### src/rtl/muldiv_unit.sv
// Iterative RV32M multiply/divide unit with valid/ready handshake, one bit per cycle.
// Define MULDIV_FAST_MUL_EN to resolve multiplies in one cycle with a combinational product.
module muldiv_unit #(
    parameter int MP_DATA_WIDTH = 32
) (
    input  logic                     iclk,
    input  logic                     irst,
    input  logic                     iflush,
    input  logic                     ivalid,
    output logic                     oready,
    input  logic [2:0]               ictrl,
    input  logic [MP_DATA_WIDTH-1:0] isrc_a,
    input  logic [MP_DATA_WIDTH-1:0] isrc_b,
    output logic                     ovalid,
    input  logic                     iready,
    output logic [MP_DATA_WIDTH-1:0] oresult,
    output logic                     ozero,
    output logic                     onegative,
    output logic                     odiv_zero
);
    // state | meaning
    // IDLE  | waiting for a request, oready high
    // CALC  | one multiply/divide bit per cycle, W cycles
    // DONE  | result held with ovalid until iready
    localparam int W  = MP_DATA_WIDTH;
    localparam int CW = $clog2(W);

    typedef enum logic [1:0] {IDLE, CALC, DONE} state_t;

    state_t          state;
    logic [2:0]      op_q;
    logic            neg_q;
    logic            rem_neg_q;
    logic [W-1:0]    acc_hi;
    logic [W-1:0]    acc_lo;
    logic [W-1:0]    mag_op;
    logic [CW-1:0]   count;

    logic            a_signed, b_signed, sa, sb;
    logic [W-1:0]    abs_a, abs_b;
    logic            in_div_zero, in_ovf;
    logic [W-1:0]    early_res;

    always_comb begin
        a_signed    = (ictrl == 3'd1) || (ictrl == 3'd2) || (ictrl == 3'd4) || (ictrl == 3'd6);
        b_signed    = (ictrl == 3'd1) || (ictrl == 3'd4) || (ictrl == 3'd6);
        sa          = a_signed & isrc_a[W-1];
        sb          = b_signed & isrc_b[W-1];
        abs_a       = sa ? -isrc_a : isrc_a;
        abs_b       = sb ? -isrc_b : isrc_b;
        in_div_zero = ictrl[2] & (isrc_b == '0);
        in_ovf      = ictrl[2] & ~ictrl[0] & (isrc_a == {1'b1, {(W-1){1'b0}}}) & (isrc_b == '1);
        if (in_div_zero)
            early_res = ictrl[1] ? isrc_a : '1;
        else
            early_res = ictrl[1] ? '0 : isrc_a;
    end

`ifdef MULDIV_FAST_MUL_EN
    logic [2*W-1:0]  fast_prod, fast_signed;
    logic [W-1:0]    fast_res;

    always_comb begin
        fast_prod   = {{W{1'b0}}, abs_a} * {{W{1'b0}}, abs_b};
        fast_signed = (sa ^ sb) ? -fast_prod : fast_prod;
        fast_res    = (ictrl == 3'd0) ? fast_signed[W-1:0] : fast_signed[2*W-1:W];
    end
`endif

    // One iteration: shift-add for multiply, restoring subtract for divide.
    logic [W:0]      mul_sum, rem_sh, div_sub;
    logic [W-1:0]    step_hi, step_lo;
    logic [2*W-1:0]  prod, prod_s;
    logic [W-1:0]    calc_res;

    always_comb begin
        mul_sum = {1'b0, acc_hi} + (acc_lo[0] ? {1'b0, mag_op} : {(W+1){1'b0}});
        rem_sh  = {acc_hi, acc_lo[W-1]};
        div_sub = rem_sh - {1'b0, mag_op};
        if (op_q[2]) begin
            step_hi = div_sub[W] ? rem_sh[W-1:0] : div_sub[W-1:0];
            step_lo = {acc_lo[W-2:0], ~div_sub[W]};
        end else begin
            step_hi = mul_sum[W:1];
            step_lo = {mul_sum[0], acc_lo[W-1:1]};
        end
        prod   = {step_hi, step_lo};
        prod_s = neg_q ? -prod : prod;
        case (op_q)
            3'd0:       calc_res = prod_s[W-1:0];
            3'd1, 3'd2,
            3'd3:       calc_res = prod_s[2*W-1:W];
            3'd4, 3'd5: calc_res = neg_q ? -step_lo : step_lo;
            default:    calc_res = rem_neg_q ? -step_hi : step_hi;
        endcase
    end

    always_ff @(posedge iclk or posedge irst) begin
        if (irst) begin
            state     <= IDLE;
            oready    <= 1'b1;
            ovalid    <= 1'b0;
            oresult   <= '0;
            odiv_zero <= 1'b0;
            op_q      <= '0;
            neg_q     <= 1'b0;
            rem_neg_q <= 1'b0;
            acc_hi    <= '0;
            acc_lo    <= '0;
            mag_op    <= '0;
            count     <= '0;
        end else if (iflush) begin
            state  <= IDLE;
            oready <= 1'b1;
            ovalid <= 1'b0;
        end else begin
            case (state)
                IDLE: begin
                    if (ivalid && oready) begin
                        op_q      <= ictrl;
                        neg_q     <= sa ^ sb;
                        rem_neg_q <= sa;
                        acc_hi    <= '0;
                        acc_lo    <= ictrl[2] ? abs_a : abs_b;
                        mag_op    <= ictrl[2] ? abs_b : abs_a;
                        count     <= '0;
                        oready    <= 1'b0;
                        if (in_div_zero || in_ovf) begin
                            state     <= DONE;
                            oresult   <= early_res;
                            odiv_zero <= in_div_zero;
                            ovalid    <= 1'b1;
`ifdef MULDIV_FAST_MUL_EN
                        end else if (!ictrl[2]) begin
                            state     <= DONE;
                            oresult   <= fast_res;
                            odiv_zero <= 1'b0;
                            ovalid    <= 1'b1;
`endif
                        end else begin
                            state <= CALC;
                        end
                    end
                end
                CALC: begin
                    acc_hi <= step_hi;
                    acc_lo <= step_lo;
                    count  <= count + 1'b1;
                    if (count == CW'(W-1)) begin
                        state     <= DONE;
                        oresult   <= calc_res;
                        odiv_zero <= 1'b0;
                        ovalid    <= 1'b1;
                    end
                end
                DONE: begin
                    if (iready) begin
                        state  <= IDLE;
                        ovalid <= 1'b0;
                        oready <= 1'b1;
                    end
                end
                default: begin
                    state  <= IDLE;
                    ovalid <= 1'b0;
                    oready <= 1'b1;
                end
            endcase
        end
    end

    assign ozero     = (oresult == '0);
    assign onegative = oresult[W-1];

endmodule

### config.mk
export PLATFORM = sky130hd
export DESIGN_NAME = muldiv_unit
export DESIGN_NICKNAME = d
export VERILOG_FILES = /design/src/rtl/muldiv_unit.sv
export SDC_FILE = /design/constraint.sdc
export NUM_CORES = 1
export LEC_CHECK = 0
export BUFFER_PORTS_ARGS = -buffer_cell sky130_fd_sc_hd__buf_2
export CAP_MARGIN = 20
export CORE_MARGIN = 2
export CORE_UTILIZATION = 40
export DETAILED_ROUTE_END_ITERATION = 16
export PLACE_DENSITY = 0.57
export REMOVE_ABC_BUFFERS = 1
export SETUP_SLACK_MARGIN = 0.3
export SLEW_MARGIN = 30
export SYNTH_ARGS = -nofsm -noshare
export SYNTH_HDL_FRONTEND = slang
export SYNTH_SLANG_ARGS = --single-unit
export TNS_END_PERCENT = 30
### constraint.sdc
create_clock -name iclk -period 7.3 [get_ports iclk]
set_clock_uncertainty 0.1 [all_clocks]
set_input_delay 0 -clock iclk [delete_from_list [all_inputs] [get_ports iclk]]
set_output_delay 0 -clock iclk [all_outputs]
set_load 0.1 [all_outputs]
==> impl_results.md <==
* Vias in the first global route at 18228
* DIE AREA at 44300 sq um
* Seq cells post-synth at 143
* Fmax at 152 MHz
* Grt ovf at 0
* Sequential share of the synthesized area at 0.210
* Synth Flop Type: dfrtp_1
* Async S/R FF share, synth at 1.00
* Gr usage total at 0.344
* Commonest non-fill, non-tap cell in the layout: nand2_1
* Synth Instances at 2362
* Initial antenna violation count at 2
* Synth top area cells: dfrtp_1 21%, o21ai_0 7.5%, a21oi_1 6.5%
* Max-slew violations at 0
* Die H at 210 microns
* CTS tree: built
* Ant. Diodes at 0
* DRT iter0 DRCs at 1821
* Fraction of layout cells with a size suffix above 1 at 0.111
* LEAKAGE at 0.00787 uW
* Clock root cell: clkbuf_16
* Detail Placement HPWL at 57700 microns
* Mapped cell area at 17000 sq um
* HP Class: input port to flop
* Initial Utilization at 0.405
* DRC Markers at 0
* Slew margin rel. at 0.354
* Max FO, Critical Path at 8
* CP endpoint kind: flop
* Top cell type's share of synthesized area at 0.209
* Final GP Congestion at 1.03
* Port Buffers at 108
* Maximum vdd ir drop at 227 uV
* Synth warn at 0
* Tcrit/Tclk final at 0.899
* Cell taking the most area after synthesis: dfrtp_1
* CTS Buffer Depth at 2
* Critical path arrival at 6.85 ns
* Ports at 109
* Synth cell types at 110
* Commonest non-fill, non-tap cells in the layout: 270 x nand2_1, 255 x o21ai_0, 222 x a21oi_1, 203 x nor2_1, 141 x dfrtp_1
* Final min period at 6.56 ns
* Fill cells at 4310
* Max cap viols at 0
* RSZ-0062 raised after global routing: no
* Vias at 19014
* WHS at 0.0192 ns
* Post-CTS Setup Repair Bufs at 0
* CP required at 7.59 ns
* Die width at 210 microns
* TritonCTS Buffers at 17
* Final setup TNS at 0 ns
* H-tree levels at 4
* Drt first pass iters at 7
* Routed WL per cell at 25.6 microns
* Util after Layout at 0.456
* Largest net degree at the start of global routing at 84
* CP startpoint kind: flop
* NumNets Final at 2572
* Cell Area, Placed at 18000 sq um
* Slew @ Worst Pin at 0.965 ns
* CTS clk-pin slew, worst paths at 0.07 ns
* CTS Sinks at 143
* Final Cell Area at 19200 sq um
* WL final at 76200 microns
* Cell Rows at 75
* Power consumption at 8700 uW
* Post-synth EDFFs at 0
* Final setup fails at 0
* Crit Path Class: flop to flop
* Clock Latency Late Sink at 0.46 ns
* Core area at 42000 sq um
* Mapped Avg Cell Area at 7.21 sq um
* Fin. Hold Viols at 0
* Layout area overhead at 12.5%
* Vias per cell at 6.38
* First-pass GRT wire length at 115000 microns
* DRT antenna net count at 0
* Outcome: completed
* P per Cell Area at 454 nW/um^2
-- cell type report --
cell class	count	area [sq um]	area share
repair buffers	193	1290	0.0674
flip-flops and latches	143	3580	0.187
well taps	539	674	0.0352
multi-input cells	2000	12600	0.659
clock inverters	10	230	0.0120
inverters	72	275	0.0144
clock buffers	22	474	0.0247
-- routing by layer --
metal,GRT usage,wire (microns),vias to the layer above
met1,0.463,33200,9183
li1,-,-,8815
met5,0,0,-
met4,0.167,3750,0
met3,0.0513,5480,179
met2,0.540,33800,837
-- worst max-delay path, stage by stage, from the launching register on --
cell and delay (ns):
dfrtp_1 0.41, inv_1 0.16, ha_1 0.21, inv_1 0.06, fa_1 0.46, a211oi_1 0.36, o211ai_2 0.25, nand4_4 0.22
a21oi_4 0.12, o31ai_2 0.37, nor2_1 0.15, a21o_1 0.20, inv_1 0.09, ha_1 0.18, o21ai_0 0.20, or4_1 0.63
or3_1 0.38, nor2_1 0.18, o311a_1 0.18, or4b_1 0.56, or2_2 0.35, o31ai_2 0.26, xor2_1 0.18, a21oi_1 0.08
o21ai_1 0.13
-- repair_timing --
action	in CTS	in global routing
endpoints found under the hold margin	110	0
endpoints found under the setup margin	0	1
hold buffers	38	0
resized for setup	0	1
-- sequential cells by signal (all words and copies together), names as in the netlist, 2 cells and up --
signal	cells
acc_hi	32
acc_lo	32
mag_op	32
oresult	32
count	5
op_q	3
state	2
-- power by group --
group          leakage [uW]  switching (uW)  internal, uW
sequential          0.00187             317           995
combinational       0.00566            4180          2100
clock              0.000337             403           703
-- synthesized netlist by cell type, types with 9 or more instances --
cell / number
nor2b_1: 12
maj3_1: 16
o21ai_1: 18
a21oi_1: 222
o41ai_1: 9
and3_1: 15
or4_1: 17
nand2_1: 271
a22o_1: 18
nor4_1: 30
mux2i_1: 39
buf_1: 13
a211oi_1: 37
nand4_1: 35
xnor2_1: 87
or3_1: 26
o31ai_1: 30
nor3_1: 73
a221oi_1: 9
o21ai_0: 255
o22ai_1: 11
or2_2: 11
nand3_1: 44
xor2_1: 81
ha_1: 71
buf_2: 29
a31oi_1: 23
o221ai_1: 14
a21o_1: 31
o21a_1: 14
nand2b_1: 24
a2111oi_0: 11
a21boi_0: 9
clkbuf_1: 102
inv_1: 70
and2_1: 49
nor2_1: 204
o21bai_1: 10
dfrtp_1: 142
o211ai_1: 27
-- final timing paths --
| path | endpoint | cells past startpoint | slack, ns | start |
|---|---|---|---|---|
| worst max-delay path | oresult[30] | 24 | 0.74 | acc_lo[31] |
| worst min-delay path | acc_lo[22] | 4 | 0.02 | isrc_a[22] |
| worst max register to register | oresult[30] | 24 | 0.74 | acc_lo[31] |
| worst min register to register | count[4] | 2 | 0.38 | count[4] |
| max in group asynchronous | oresult[28] | 4 | 5.77 | irst |
| min in group asynchronous | oresult[8] | 3 | 0.16 | irst |
-- metrics by stage --
step | setup slack (ns) | std cells
floorplan | -0.163 | 2215
global placement | 0.952 | 2908
detailed placement | 0.774 | 2908
CTS | 0.747 | 2978
global route | 0.478 | 2979
finish | 0.738 | 2979
-- cell families (layout without fill, tap and decap cells) --
family / count (synthesis) / count (layout) / synth area share
flip-flops: 143 / 143 / 0.210
buffers and inverters: 219 / 297 / 0.0513
adder cells (fa/ha/maj): 89 / 89 / 0.0639
AO/OA/AOI/OAI: 840 / 840 / 0.314
multiplexers: 45 / 45 / 0.0270
AND/OR/NAND/NOR: 858 / 858 / 0.247
XOR/XNOR: 168 / 168 / 0.0864
(Power assumes the default switching activity.)
